[src/rtl/pad_attr_cfg_pkg.sv]
// Shared types for the pad-attribute configuration sequencer: pad types,
// per-type capability masks and the sequencer state encoding.
package pad_attr_cfg_pkg;

   typedef enum logic [2:0] {
      PadTypeGeneric = 3'b000,
      PadTypeDio     = 3'b001,
      PadTypeAnalog  = 3'b010,
      PadTypeOpenDr  = 3'b011
   } pad_type_e;

   typedef enum logic [1:0] {
      CfgIdle   = 2'd0,
      CfgCheck  = 2'd1,
      CfgApply  = 2'd2,
      CfgSettle = 2'd3
   } cfg_state_e;

   localparam int unsigned CapMaskW = 32;

   // Attribute bits a pad type physically implements; all others must be zero.
   function automatic logic [CapMaskW-1:0] cap_mask(input pad_type_e pad_type);
      logic [CapMaskW-1:0] mask;
      case (pad_type)
         PadTypeGeneric: mask = 32'h0000_FFFF;
         PadTypeDio:     mask = 32'h0000_00FF;
         PadTypeAnalog:  mask = 32'h0000_0003;
         PadTypeOpenDr:  mask = 32'h0000_001F;
         default:        mask = 32'h0000_0000;
      endcase
      return mask;
   endfunction

endpackage

[src/rtl/pad_attr_rr_arb.sv]
// Two-way round-robin arbiter (index 0 = sw, 1 = dbg); the pointer remembers
// the last granted side so a tie goes to the other one.
module pad_attr_rr_arb
   import pad_attr_cfg_pkg::*;
(
   input  logic       clk_i,
   input  logic       rst_i,
   input  logic       en_i,
   input  logic [1:0] req_i,
   output logic [1:0] win_o,
   output logic       adv_o
);

   logic last_dbg_q;
   logic last_dbg_d;

   always_comb begin
      win_o = 2'b00;
      if (req_i == 2'b11) begin
         win_o = last_dbg_q ? 2'b01 : 2'b10;
      end else begin
         win_o = req_i;
      end
   end

   assign adv_o = en_i & (|req_i);
   assign last_dbg_d = adv_o ? win_o[1] : last_dbg_q;

   always_ff @(posedge clk_i) begin
      if (rst_i) begin
         last_dbg_q <= 1'b0;
      end else begin
         last_dbg_q <= last_dbg_d;
      end
   end

endmodule

[src/rtl/pad_attr_cfg_ctrl.sv]
// Pad-attribute write sequencer: arbitrates sw/dbg writes, legalises them
// against the bank's capability mask and holds off for a settle interval.
// Optional per-pad write locks are built when PAD_ATTR_CFG_LOCK_EN is defined.
//
// state     | meaning
// CfgIdle   | waiting for a request; done_o/err_o pulse here after a transaction
// CfgCheck  | grant pulse, index / lock legality check
// CfgApply  | masked attribute written into the target slice
// CfgSettle | settle down-counter running before the next write
module pad_attr_cfg_ctrl
   import pad_attr_cfg_pkg::*;
#(
   parameter int unsigned      NumPads      = 4,
   parameter int unsigned      AttrW        = 32,
   parameter logic [2:0]       PadType      = 3'b001,
   parameter logic [AttrW-1:0] ResetAttr    = 32'd1,
   parameter int unsigned      SettleCycles = 3
) (
   input  logic                       clk_i,
   input  logic                       rst_i,
   input  logic                       sw_req_i,
   input  logic [$clog2(NumPads):0]   sw_pad_idx_i,
   input  logic [AttrW-1:0]           sw_attr_i,
   output logic                       sw_gnt_o,
   input  logic                       dbg_req_i,
   input  logic [$clog2(NumPads):0]   dbg_pad_idx_i,
   input  logic [AttrW-1:0]           dbg_attr_i,
   output logic                       dbg_gnt_o,
`ifdef PAD_ATTR_CFG_LOCK_EN
   input  logic [NumPads-1:0]         lock_set_i,
`endif
   output logic [NumPads*AttrW-1:0]   attr_o,
   output logic                       busy_o,
   output logic                       done_o,
   output logic                       err_o
);

   localparam int unsigned IdxW = $clog2(NumPads) + 1;
   localparam int unsigned CntW = (SettleCycles > 1) ? $clog2(SettleCycles) : 1;
   localparam logic [CntW-1:0] SettleLoad =
      (SettleCycles > 0) ? CntW'(SettleCycles - 1) : '0;
   localparam logic [AttrW-1:0] AttrMask = AttrW'(cap_mask(pad_type_e'(PadType)));

   cfg_state_e state_q, state_d;
   logic [CntW-1:0]               cnt_q, cnt_d;
   logic [IdxW-1:0]               idx_q;
   logic [AttrW-1:0]              attr_q;
   logic                          sel_dbg_q;
   logic                          done_q, done_d;
   logic                          err_q, err_d;
   logic [NumPads-1:0][AttrW-1:0] bank_q;

   logic [1:0]         arb_win;
   logic               arb_adv;
   logic [NumPads-1:0] pad_hit;
   logic               idx_err;
   logic               lock_err;
   logic               mask_err;

   pad_attr_rr_arb u_arb (
      .clk_i (clk_i),
      .rst_i (rst_i),
      .en_i  (state_q == CfgIdle),
      .req_i ({dbg_req_i, sw_req_i}),
      .win_o (arb_win),
      .adv_o (arb_adv)
   );

   always_comb begin
      pad_hit = '0;
      for (int k = 0; k < NumPads; k++) begin
         pad_hit[k] = (idx_q == IdxW'(k));
      end
   end

   assign idx_err  = (idx_q >= IdxW'(NumPads));
   assign mask_err = |(attr_q & ~AttrMask);

`ifdef PAD_ATTR_CFG_LOCK_EN
   logic [NumPads-1:0] lock_q;

   always_ff @(posedge clk_i) begin
      if (rst_i) begin
         lock_q <= '0;
      end else begin
         lock_q <= lock_q | lock_set_i;
      end
   end

   assign lock_err = |(pad_hit & lock_q);
`else
   assign lock_err = 1'b0;
`endif

   always_comb begin
      state_d = state_q;
      cnt_d   = cnt_q;
      done_d  = 1'b0;
      err_d   = 1'b0;
      case (state_q)
         CfgIdle: begin
            if (arb_adv) state_d = CfgCheck;
         end
         CfgCheck: begin
            if (idx_err || lock_err) begin
               state_d = CfgIdle;
               done_d  = 1'b1;
               err_d   = 1'b1;
            end else begin
               state_d = CfgApply;
            end
         end
         CfgApply: begin
            if (SettleCycles == 0) begin
               state_d = CfgIdle;
               done_d  = 1'b1;
               err_d   = mask_err;
            end else begin
               state_d = CfgSettle;
               cnt_d   = SettleLoad;
            end
         end
         CfgSettle: begin
            if (cnt_q == '0) begin
               state_d = CfgIdle;
               done_d  = 1'b1;
               err_d   = mask_err;
            end else begin
               cnt_d = cnt_q - 1'b1;
            end
         end
         default: state_d = CfgIdle;
      endcase
   end

   always_ff @(posedge clk_i) begin
      if (rst_i) begin
         state_q   <= CfgIdle;
         cnt_q     <= '0;
         idx_q     <= '0;
         attr_q    <= '0;
         sel_dbg_q <= 1'b0;
         done_q    <= 1'b0;
         err_q     <= 1'b0;
      end else begin
         state_q <= state_d;
         cnt_q   <= cnt_d;
         done_q  <= done_d;
         err_q   <= err_d;
         if (state_q == CfgIdle && arb_adv) begin
            sel_dbg_q <= arb_win[1];
            idx_q     <= arb_win[1] ? dbg_pad_idx_i : sw_pad_idx_i;
            attr_q    <= arb_win[1] ? dbg_attr_i : sw_attr_i;
         end
      end
   end

   // CfgApply is only reached with a legal index, so exactly one slice is hit.
   always_ff @(posedge clk_i) begin
      if (rst_i) begin
         bank_q <= {NumPads{ResetAttr}};
      end else if (state_q == CfgApply) begin
         for (int k = 0; k < NumPads; k++) begin
            if (pad_hit[k]) bank_q[k] <= attr_q & AttrMask;
         end
      end
   end

   assign attr_o    = bank_q;
   assign busy_o    = (state_q != CfgIdle);
   assign done_o    = done_q;
   assign err_o     = err_q;
   assign sw_gnt_o  = (state_q == CfgCheck) && !sel_dbg_q;
   assign dbg_gnt_o = (state_q == CfgCheck) && sel_dbg_q;

endmodule

[config.mk]
export PLATFORM = sky130hd
export DESIGN_NAME = pad_attr_cfg_ctrl
export DESIGN_NICKNAME = d
export VERILOG_FILES = /design/src/rtl/pad_attr_cfg_pkg.sv /design/src/rtl/pad_attr_rr_arb.sv /design/src/rtl/pad_attr_cfg_ctrl.sv
export SDC_FILE = /design/constraint.sdc
export NUM_CORES = 1
export LEC_CHECK = 0
export ABC_AREA = 1
export BUFFER_PORTS_ARGS = -buffer_cell sky130_fd_sc_hd__buf_2
export CAP_MARGIN = 15
export CORE_MARGIN = 2
export CORE_UTILIZATION = 29
export DETAILED_ROUTE_END_ITERATION = 16
export GPL_ROUTABILITY_DRIVEN = 0
export GPL_TIMING_DRIVEN = 0
export SYNTH_ARGS = -nofsm -noshare
export SYNTH_HDL_FRONTEND = slang
export SYNTH_SLANG_ARGS = --single-unit
[constraint.sdc]
create_clock -name clk_i -period 2.31 [get_ports clk_i]
set_clock_uncertainty 0.15 [all_clocks]
set_input_delay 0.231 -clock clk_i [delete_from_list [all_inputs] [get_ports clk_i]]
set_output_delay 0.231 -clock clk_i [all_outputs]
set_load 0.01 [all_outputs]
# Yosys cells after proc, flatten, opt, wreduce, memory -nomap -nowiden
# Index checks and enable logic that the tools add are counted.
totals:
  latchBits: 0
  mem_bits_ro: 0
  mem_count: 0
  ram_bits: 0
  output_inout_bits: 133
  word_cells: 57
  reg_bits: 75
op_classes:
  shift: 0
  n_lt_le_gt_ge: 1
  muxes: 15
  mul: 0
  bitwise_logic: 1
  n_div: 0
  reduce_logical: 17
  addsub: 1
  n_eq_ne: 10
ops:
  columns: ["operator", "n"]
  rows:
  - ["2-to-1 mux 32 bit", 1]
  - ["OR reduction 24 bit", 1]
  - ["2-to-1 mux 2 bit", 6]
  - ["AND reduction 2 bit", 6]
  - ["one-hot mux 2 bit (4 select lines)", 1]
  - ["equality test 2 bit, second input constant", 3]
  - ["equality test 3 x 2 -> 1 bit, second input constant", 2]
  - ["inequality test 2 bit, second input constant", 3]
  - ["zero test 2 bit", 2]
  - ["one-hot mux 1 bit (2 select lines)", 2]
  - ["one-hot mux 2 bit (2 select lines)", 1]
  - ["nonzero test 2 bit", 2]
  - ["equality test 3 x 1 -> 1 bit, second input constant", 1]
  - ["greater-or-equal comparator 3 bit, second input constant", 1]
  - ["logical AND 1 bit", 3]
  - ["zero test 3 bit", 1]
  - ["2-to-1 mux 1 bit", 3]
  - ["2-to-1 mux 3 bit", 1]
  - ["equality test 2 x 1 -> 1 bit, second input constant", 1]
  - ["OR reduction 2 bit", 1]
  - ["subtractor 2 x 1 -> 2 bit, second input constant", 1]
  - ["bitwise AND 1 bit", 1]
  - ["zero test 1 bit", 1]

# Depth between registers and ports, before layout
# Gate-level depths: netlist of run 1.
depth:
  ltp_word: 4
  depth_mapped: 7

# Cells and area by module
# A second synthesis of run 1 with hierarchy kept.
hier_totals:
  hier_cells: 590
  area_unflattened_um2: 4102.7
modules_own_cells:
  columns: ["mod", "area_each_um2", "seq_area_each_um2", "cells_per_inst", "instances"]
  rows:
  - ["pad_attr_cfg_ctrl", 4032.6, 1481.4, 580, 1]
  - ["pad_attr_rr_arb", 70.1, 20.0, 10, 1]

# Worst setup path before layout of run 1
# OpenSTA, ideal clock, no wires.
synth_path:
  kind: "reg2reg"
  from: "register state_q[0]"
  to: "register attr_q[10]"
  required_time_ps: 2043
  stages_incl_launch_ff: 8
  slack_ps: 1016
  n_path_buf: 1
  t_arrival_ps: 1027
  cell_sequence: "dfxtp_1 -> inv_2 -> nand2_2 -> nor2_4 -> buf_2 -> nand2_1 -> a21oi_1 -> nor2_1"
synth_between:
  elab_chain_cells: 3
synth_rtl:
  columns: ["element", "line_no", "source"]
  rows:
  - ["start, declared", "pad_attr_cfg_ctrl.sv:44", "cfg_state_e state_q, state_d;"]
  - ["start signal, assigned", "pad_attr_cfg_ctrl.sv:138", "state_q <= CfgIdle;"]
  - ["start signal, assigned", "pad_attr_cfg_ctrl.sv:146", "state_q <= state_d;"]
  - ["zero test 2 bit (*)", "pad_attr_cfg_ctrl.sv:63, pad_attr_cfg_ctrl.sv:150", null]
  - ["bitwise AND 1 bit", "pad_attr_rr_arb.sv:26", "assign adv_o = en_i & (|req_i);"]
  - ["logical AND 1 bit (*)", "pad_attr_cfg_ctrl.sv:150", "if (state_q == CfgIdle && arb_adv) begin"]
  - ["end signal, assigned", "pad_attr_cfg_ctrl.sv:153", "attr_q <= arb_win[1] ? dbg_attr_i : sw_attr_i;"]
  - ["end, declared", "pad_attr_cfg_ctrl.sv:47", "logic [AttrW-1:0] attr_q;"]
# Every way passes the cells marked *; elsewhere a longest branch is shown, timed or not.
# A chain may end at the register's enable or synchronous reset.

==> results of run 1 <==
-- power by group --
part           total [uW]  switching, uW  leakage, uW  internal (uW)
registers            1480           87.3     0.000607           1390
clock network        1410            523     0.000151            889
logic                 803            440      0.00220            363
-- per-stage QoR --
step                setup WS (ns)  instance area, um2  utilization (%)  power [uW]
floorplan                   1.016                4202                -        2045
global placement           0.6608                4972            38.00        2261
detailed placement         0.6691                4972            38.00        2267
CTS                        0.5521                5578            42.63        3723
global route               0.4349                5578            42.63        3909
finish                     0.5839                5578            42.63        3693
-- kinds of logic (layout without fill, tap and decap cells) --
group                      count (synthesis)  after routing
AOI/OAI and AO/OA                        106            106
adders and majority gates                  1              1
buffers and inverters                    133            289
DFF                                       74             74
other                                      1             96
and+or+nand+nor                          232            232
-- layer usage --
layer	track usage (%)	up-vias	part of all wire, %
met4	2.158	0	0.60
met1	17.29	1585	45
met5	0	-	0
li1	-	2043	-
met3	4.646	8	7.0
met2	25.75	129	47
-- cell type report --
type,count,share of cell area (%)
Buffer,118,14.78
Clock buffer,11,4.531
Clock inverter,5,0.9421
Inverter,15,1.009
Multi-Input combinational cell,435,32.97
Sequential cell,74,26.56
Tap cell,176,3.948
Timing Repair Buffer,140,15.25
-- flip-flops by register name, summed over array words and instances, names as in the netlist, named ones only --
register / cells
state_q: 1
cnt_q: 2
sel_dbg_q: 1
idx_q: 3
attr_o: 32
attr_q: 32
done_o: 1
err_o: 1
-- placed cells by master (no fill, tap or decap), types with 3 or more instances in the layout --
cell type      Yosys  layout
a21oi_1           46      46
buf_2             13     123
buf_4             97      97
clkbuf_1           5       5
clkbuf_16          0       9
clkinv_2           0       3
conb_1             1      96
dfxtp_1           74      74
dlygate4sd3_1      0      30
inv_1              9       9
inv_2              6       6
nand2_1          100     100
nand3_1            6       6
nand3b_1           7       7
nor2_1           114     114
o21ai_0           58      58
-- worst max-delay path by stage --
stage	to	startpoint	slack [ns]	cells past startpoint
6_report	attr_q[27]	rst_i	0.58	6
5_1_grt	attr_q[28]	rst_i	0.43	6
3_5_place_dp	attr_q[4]	state_q[0]	0.67	7
2_1_floorplan	attr_q[10]	state_q[0]	1.02	7
4_1_cts	attr_q[27]	rst_i	0.55	6
3_3_place_gp	attr_q[4]	state_q[0]	0.66	7
-- worst max-delay path, cell delays in order --
cell and delay (ns):
dlygate4sd3_1 0.54, buf_2 0.14, inv_1 0.24, buf_1 0.40
o21ai_0 0.17, nor2_1 0.12
-- cells in the mapped netlist, drive strengths merged --
master	count	area (um2)
nand2	102	387.9
nor2	115	439.2
nand3	7	40.04
ha	1	12.51
inv	15	56.30
conb	1	3.750
nand3b	7	52.55
nor3	1	16.27
o21ai	60	300.3
clkbuf	6	23.77
buf	112	800.8
a21oi	46	230.2
dfxtp	74	1481
==> impl_metrics.yaml, run 1 <==
floorplan:
  die_y_um: 119.1
  core_region_area_um2: 13090
  die_footprint_um2: 14200
  floorplan.initialDensity_pct: 29.38
  floorplan.rows: 42
  chipWidth_um: 119.1
  num_io_pins: 207
global_route:
  global_route_wire_length_before_repair_um: 16680
  groute.usage.overall_pct: 14.47
  largest_net_degree_at_the_start_of_global_routing: 13
  antenna_found_initial: 0
  overflow: 0
  first_global_vias: 3534
drt:
  wl_per_cell_um: 10.49
  vias_per_cell: 3.866
  drc_errors: 0
  final_antenna_net_count: 0
  num_vias: 3765
  drtPass1Iterations: 4
  drt_iter0_drc: 194
  routed_wirelength_um: 10210
yosys:
  synthAdderAreaFrac_pct: 0.3254
  synth_compound_area_share_pct: 13.80
  post_synth.cell_area_avg_um2: 7.029
  post_synth_xor_area_fraction_pct: 0
  synth_register_bits: 74
  synth_simple_gate_area_share_pct: 24.34
  synth-warning-count: 0
  post_synth_instance_area_um2: 3845
  post_synth_inst_count: 547
  fraction_of_synthesized_area_in_multiplexers_pct: 0
  synth_cell_types: 21
  ys_seq_area_share_pct: 38.53
  combinational_family_with_the_most_area_after_synthesis: "simple AND/OR/NAND/NOR gates"
clock_tree:
  clk_latency_ns: 0.32
  cts_sinks: 74
  cts.hold.buffers_added: 30
  ctsLongestPathBuffers: 2
  post_cts_resized: 0
  cts_tree: "yes"
  cts_max_level: 3
  clock-root-buffer: "clkbuf_16"
  clock_buffers_created_by_tritoncts: 9
  cts_setup_buffers: 0
  clk_pin_slew_worst_paths_ns: 0.06
finish:
  area_growth_pct: 45.07
  finish.net_count: 868
  area_used_by_multi_input_combinational_logic_um2: 1839
  layout.area.seq_um2: 1481
  layoutNonFillerInstCount: 974
  final_layout_size_suffix_gt1_share_pct: 31.08
  antenna-diode-count: 0
  layout.filler_cells: 1424
timing:
  final-max-slew-violation-count: 0
  fmaxAchievable_mhz: 579.3
  layout_min_cycle_time_ns: 1.726
  post-route-period-util_pct: 74.72
  final.setup.tns_ns: 0
  final-setup-viol-count: 0
  hold_slack_ns: 0.002647
  grt_setup_unrepaired: "false"
  timing.final.hold_violations: 0
power:
  ir_worst_vdd_v: 0.0003514
  static-leakage-power_uw: 0.002954
  power_per_cell_area_nw_per_um2: 662.2
hold_path:
  worst_hold_path.num_cells: 3
  whs_endpoint: "attr_q[6]"
  hp-class: "in2reg"
  min-delay-start: "dbg_attr_i[6]"
job:
  maxCapViolCount: 0
critical_path:
  r2r_start: "state_q[0]"
  r2r_slack_ns: 0.67
  rr_worst_depth: 7
  cp_data_required_time_ns: 2.43
  worst_ep_arrival_time_ns: 1.84
  critPathMaxFanout: 10
  worst_setup_path_start_kind: "primary input"
  critical_path.endpoint_type: "flip-flop"
  timing_worst_setup_path_type: "in2reg"
  reg2reg_to: "attr_q[4]"
place:
  dp.cells: 928
  portBuffers: 110
  dp_hpwl_um: 7862
status:
  outcome: "completed"
(Power assumes the default switching activity.)
==> run 2: changes to the inputs <==
--- a/config.mk
+++ b/config.mk
@@ -5,7 +5,7 @@
 export SDC_FILE = /design/constraint.sdc
 export NUM_CORES = 1
 export LEC_CHECK = 0
-export ABC_AREA = 1
+export ABC_AREA = 0
 export BUFFER_PORTS_ARGS = -buffer_cell sky130_fd_sc_hd__buf_2
 export CAP_MARGIN = 15
 export CORE_MARGIN = 2
==> constraint.sdc (replaced) <==
create_clock -name clk_i -period 1.6 [get_ports clk_i]
set_clock_uncertainty 0.15 [all_clocks]
set_input_delay 0.16 -clock clk_i [delete_from_list [all_inputs] [get_ports clk_i]]
set_output_delay 0.16 -clock clk_i [all_outputs]
set_load 0.01 [all_outputs]
==> run 2 against run 1 <==
Non-clock buffer count fell by 14; sequential share of layout area fell by 0.20 points; total power rose by 41%; highest routed layer unchanged.
==> impl_metrics.yaml, run 2 <==
yosys:
  yosys.area.top_type: "dfxtp_1"
  yosysMostFrequentCell: "buf_4"
  synth_register_bits: 74
  synth_top_cells_by_area: "dfxtp_1 (37%), buf_4 (18%), mux2i_1 (17%)"
  post_synth.cell_area_avg_um2: 9.526
  post_synth_inst_count: 422
  synth_enable_flop_cells: 0
  ys_seq_area_share_pct: 36.85
  async_flop_share_pct: 0
  synth_ff_type: "dfxtp_1"
  post_synth_instance_area_um2: 4020
  synth-warning-count: 0
  synth_largest_type_area_fraction_pct: 36.85
  synth_cell_types: 35
  netlist_top_cells_count: "buf_4 (97), dfxtp_1 (74), mux2i_1 (68)"
place:
  pre_cts_slack_ns: -0.1876
  dp.cells: 806
  dp_hpwl_um: 7875
  portBuffers: 109
  dpl_cell_area_um2: 5147
finish:
  final_layout_size_suffix_gt1_share_pct: 41.17
  area_used_by_multi_input_combinational_logic_um2: 2043
  area_growth_pct: 40.15
  layoutNonFillerInstCount: 831
  antenna-diode-count: 0
  layout.area.seq_um2: 1485
  most-common-layout-cells: "buf_4 (112), buf_2 (109), conb_1 (96), dfxtp_1 (71), mux2i_1 (65)"
  layout.filler_cells: 1430
  layout.cells.most_common: "buf_4"
  stdcell_area_um2: 5634
  finalCoreUtilization_pct: 41.07
  finish.net_count: 721
status:
  outcome: "completed"
timing:
  final-setup-viol-count: 0
  fmaxAchievable_mhz: 625.1
  relSlewSlack_pct: 57.97
  worstMarginPinSlew_ns: 0.6252
  final-max-slew-violation-count: 0
  timing.final.hold_violations: 0
  layout_min_cycle_time_ns: 1.600
  grt_setup_unrepaired: "true"
  final_critical_path_setup_slack_ns: 0.0002823
  post-route-period-util_pct: 99.98
power:
  power.net_switching_uw: 1425
  power_frac_clock_pct: 37.8
  sequentialPowerShare_pct: 39.9
  static-leakage-power_uw: 0.002895
  pwr-share-comb_pct: 22.2
  power_report.internal_total_uw: 3780
  power_per_cell_area_nw_per_um2: 923.9
  ir_worst_vdd_v: 0.0005285
  total_power_uw: 5205
  p_sw_share_pct: 27.38
critical_path:
  worst_ep_arrival_time_ns: 1.29
  critical_path.endpoint_type: "output port"
  critPathMaxFanout: 5
  cp_data_required_time_ns: 1.29
  r2r_slack_ns: 0.06
  timing_worst_setup_path_type: "reg2out"
  worst_setup_path_start_kind: "flip-flop"
clock_tree:
  cts_max_level: 3
  cts.hold.buffers_added: 0
  cts_tree: "yes"
  clk_pin_slew_worst_paths_ns: 0.06
  ctsLongestPathBuffers: 2
  clock-root-buffer: "clkbuf_16"
  clock_buffers_created_by_tritoncts: 9
  cts_sinks: 74
  clk_latency_ns: 0.32
floorplan:
  num_io_pins: 207
  die_y_um: 121.7
  die_footprint_um2: 14820
  floorplan.initialDensity_pct: 29.30
  chipWidth_um: 121.7
  floorplan.rows: 43
  core_region_area_um2: 13720
drt:
  final_antenna_net_count: 0
  vias_per_cell: 3.988
  num_vias: 3314
  drtPass1Iterations: 4
  drc_errors: 0
  wl_per_cell_um: 11.96
  routed_wirelength_um: 9939
  drt_iter0_drc: 86
hold_path:
  hp-class: "in2reg"
global_route:
  global_route_wire_length_before_repair_um: 15060
  antenna_found_initial: 0
  groute.usage.overall_pct: 12.84
  overflow: 0
  first_global_vias: 3074
  largest_net_degree_at_the_start_of_global_routing: 14
job:
  maxCapViolCount: 0
## run 2: cell types whose count changed after synthesis, sizes merged, moves of 12 or more
cell,before,now
a211oi,0,36
inv,15,3
mux2i,0,68
nand2,102,3
nand2b,0,37
nor2,115,6
o21ai,60,1
## run 2: layer usage
layer | global-route usage [%] | wire (um) | up-vias
li1 | - | - | 1717
met1 | 15.98 | 4322 | 1470
met2 | 22.52 | 4928 | 120
met3 | 3.090 | 619 | 7
met4 | 2.730 | 69 | 0
met5 | 0 | 0 | -
## run 2: what timing repair did
| action | in CTS | in global routing |
|---|---|---|
| resized for setup | 22 | 16 |
| pin swaps | 0 | 1 |
| endpoints found under the hold margin | 0 | 0 |
| endpoints found under the setup margin | 44 | 37 |
| setup buffers | 2 | 8 |
## run 2: logic make-up after synthesis
family          synth area share [%]
mux                            16.93
flops                          36.85
simple gates                   10.74
fa+ha+maj                     0.3112
buf+inv                        22.32
other cells                  0.09328
compound gates                 12.76
## run 2: stage by stage
| stage | TNS [ns] | hold slack, ns |
|---|---|---|
| after global placement | -4.217 | 0.3009 |
| final | 0 | 0.02998 |
| after floorplan | 0 | 0.2447 |
| after global routing | -0.04396 | 0.05386 |
| after CTS | -0.1594 | 0.03684 |
| after detailed placement | -5.165 | 0.3165 |
## run 2: worst max-delay path: stages, from the launching register on
cell,delay (ns)
dfxtp_2,0.33
buf_6,0.10
inv_2,0.03
buf_6,0.12
buf_8,0.11
and3_4,0.16
buf_6,0.11
## run 2: final timing paths
check | start | endpoint | cells after the start
worst max-delay path | flip-flop | dbg_gnt_o | 6
worst min-delay path | sw_attr_i[20] | attr_q[20] | 3
worst max register to register | state_q[0] | attr_o[2] | 3
worst min register to register | attr_o[35] | attr_o[35] | 2
## run 2: final cells by class
cell class,instances,area share [%]
multi-input combinational,314,36.26
sequential,74,26.36
buffer,125,16.63
timing repair buffer,119,11.30
clock buffer,9,3.997
tap,180,3.997
clock inverter,7,1.244
inverter,3,0.1999
## run 2: power groups by stage
stage               clock (uW)  sequential (uW)  combinational, uW
floorplan                    0             2090                798
global placement             0             2110               1030
detailed placement           0             2110               1060
CTS                       2000             2070               1110
global route              2090             2100               1280
finish                    1970             2080               1160
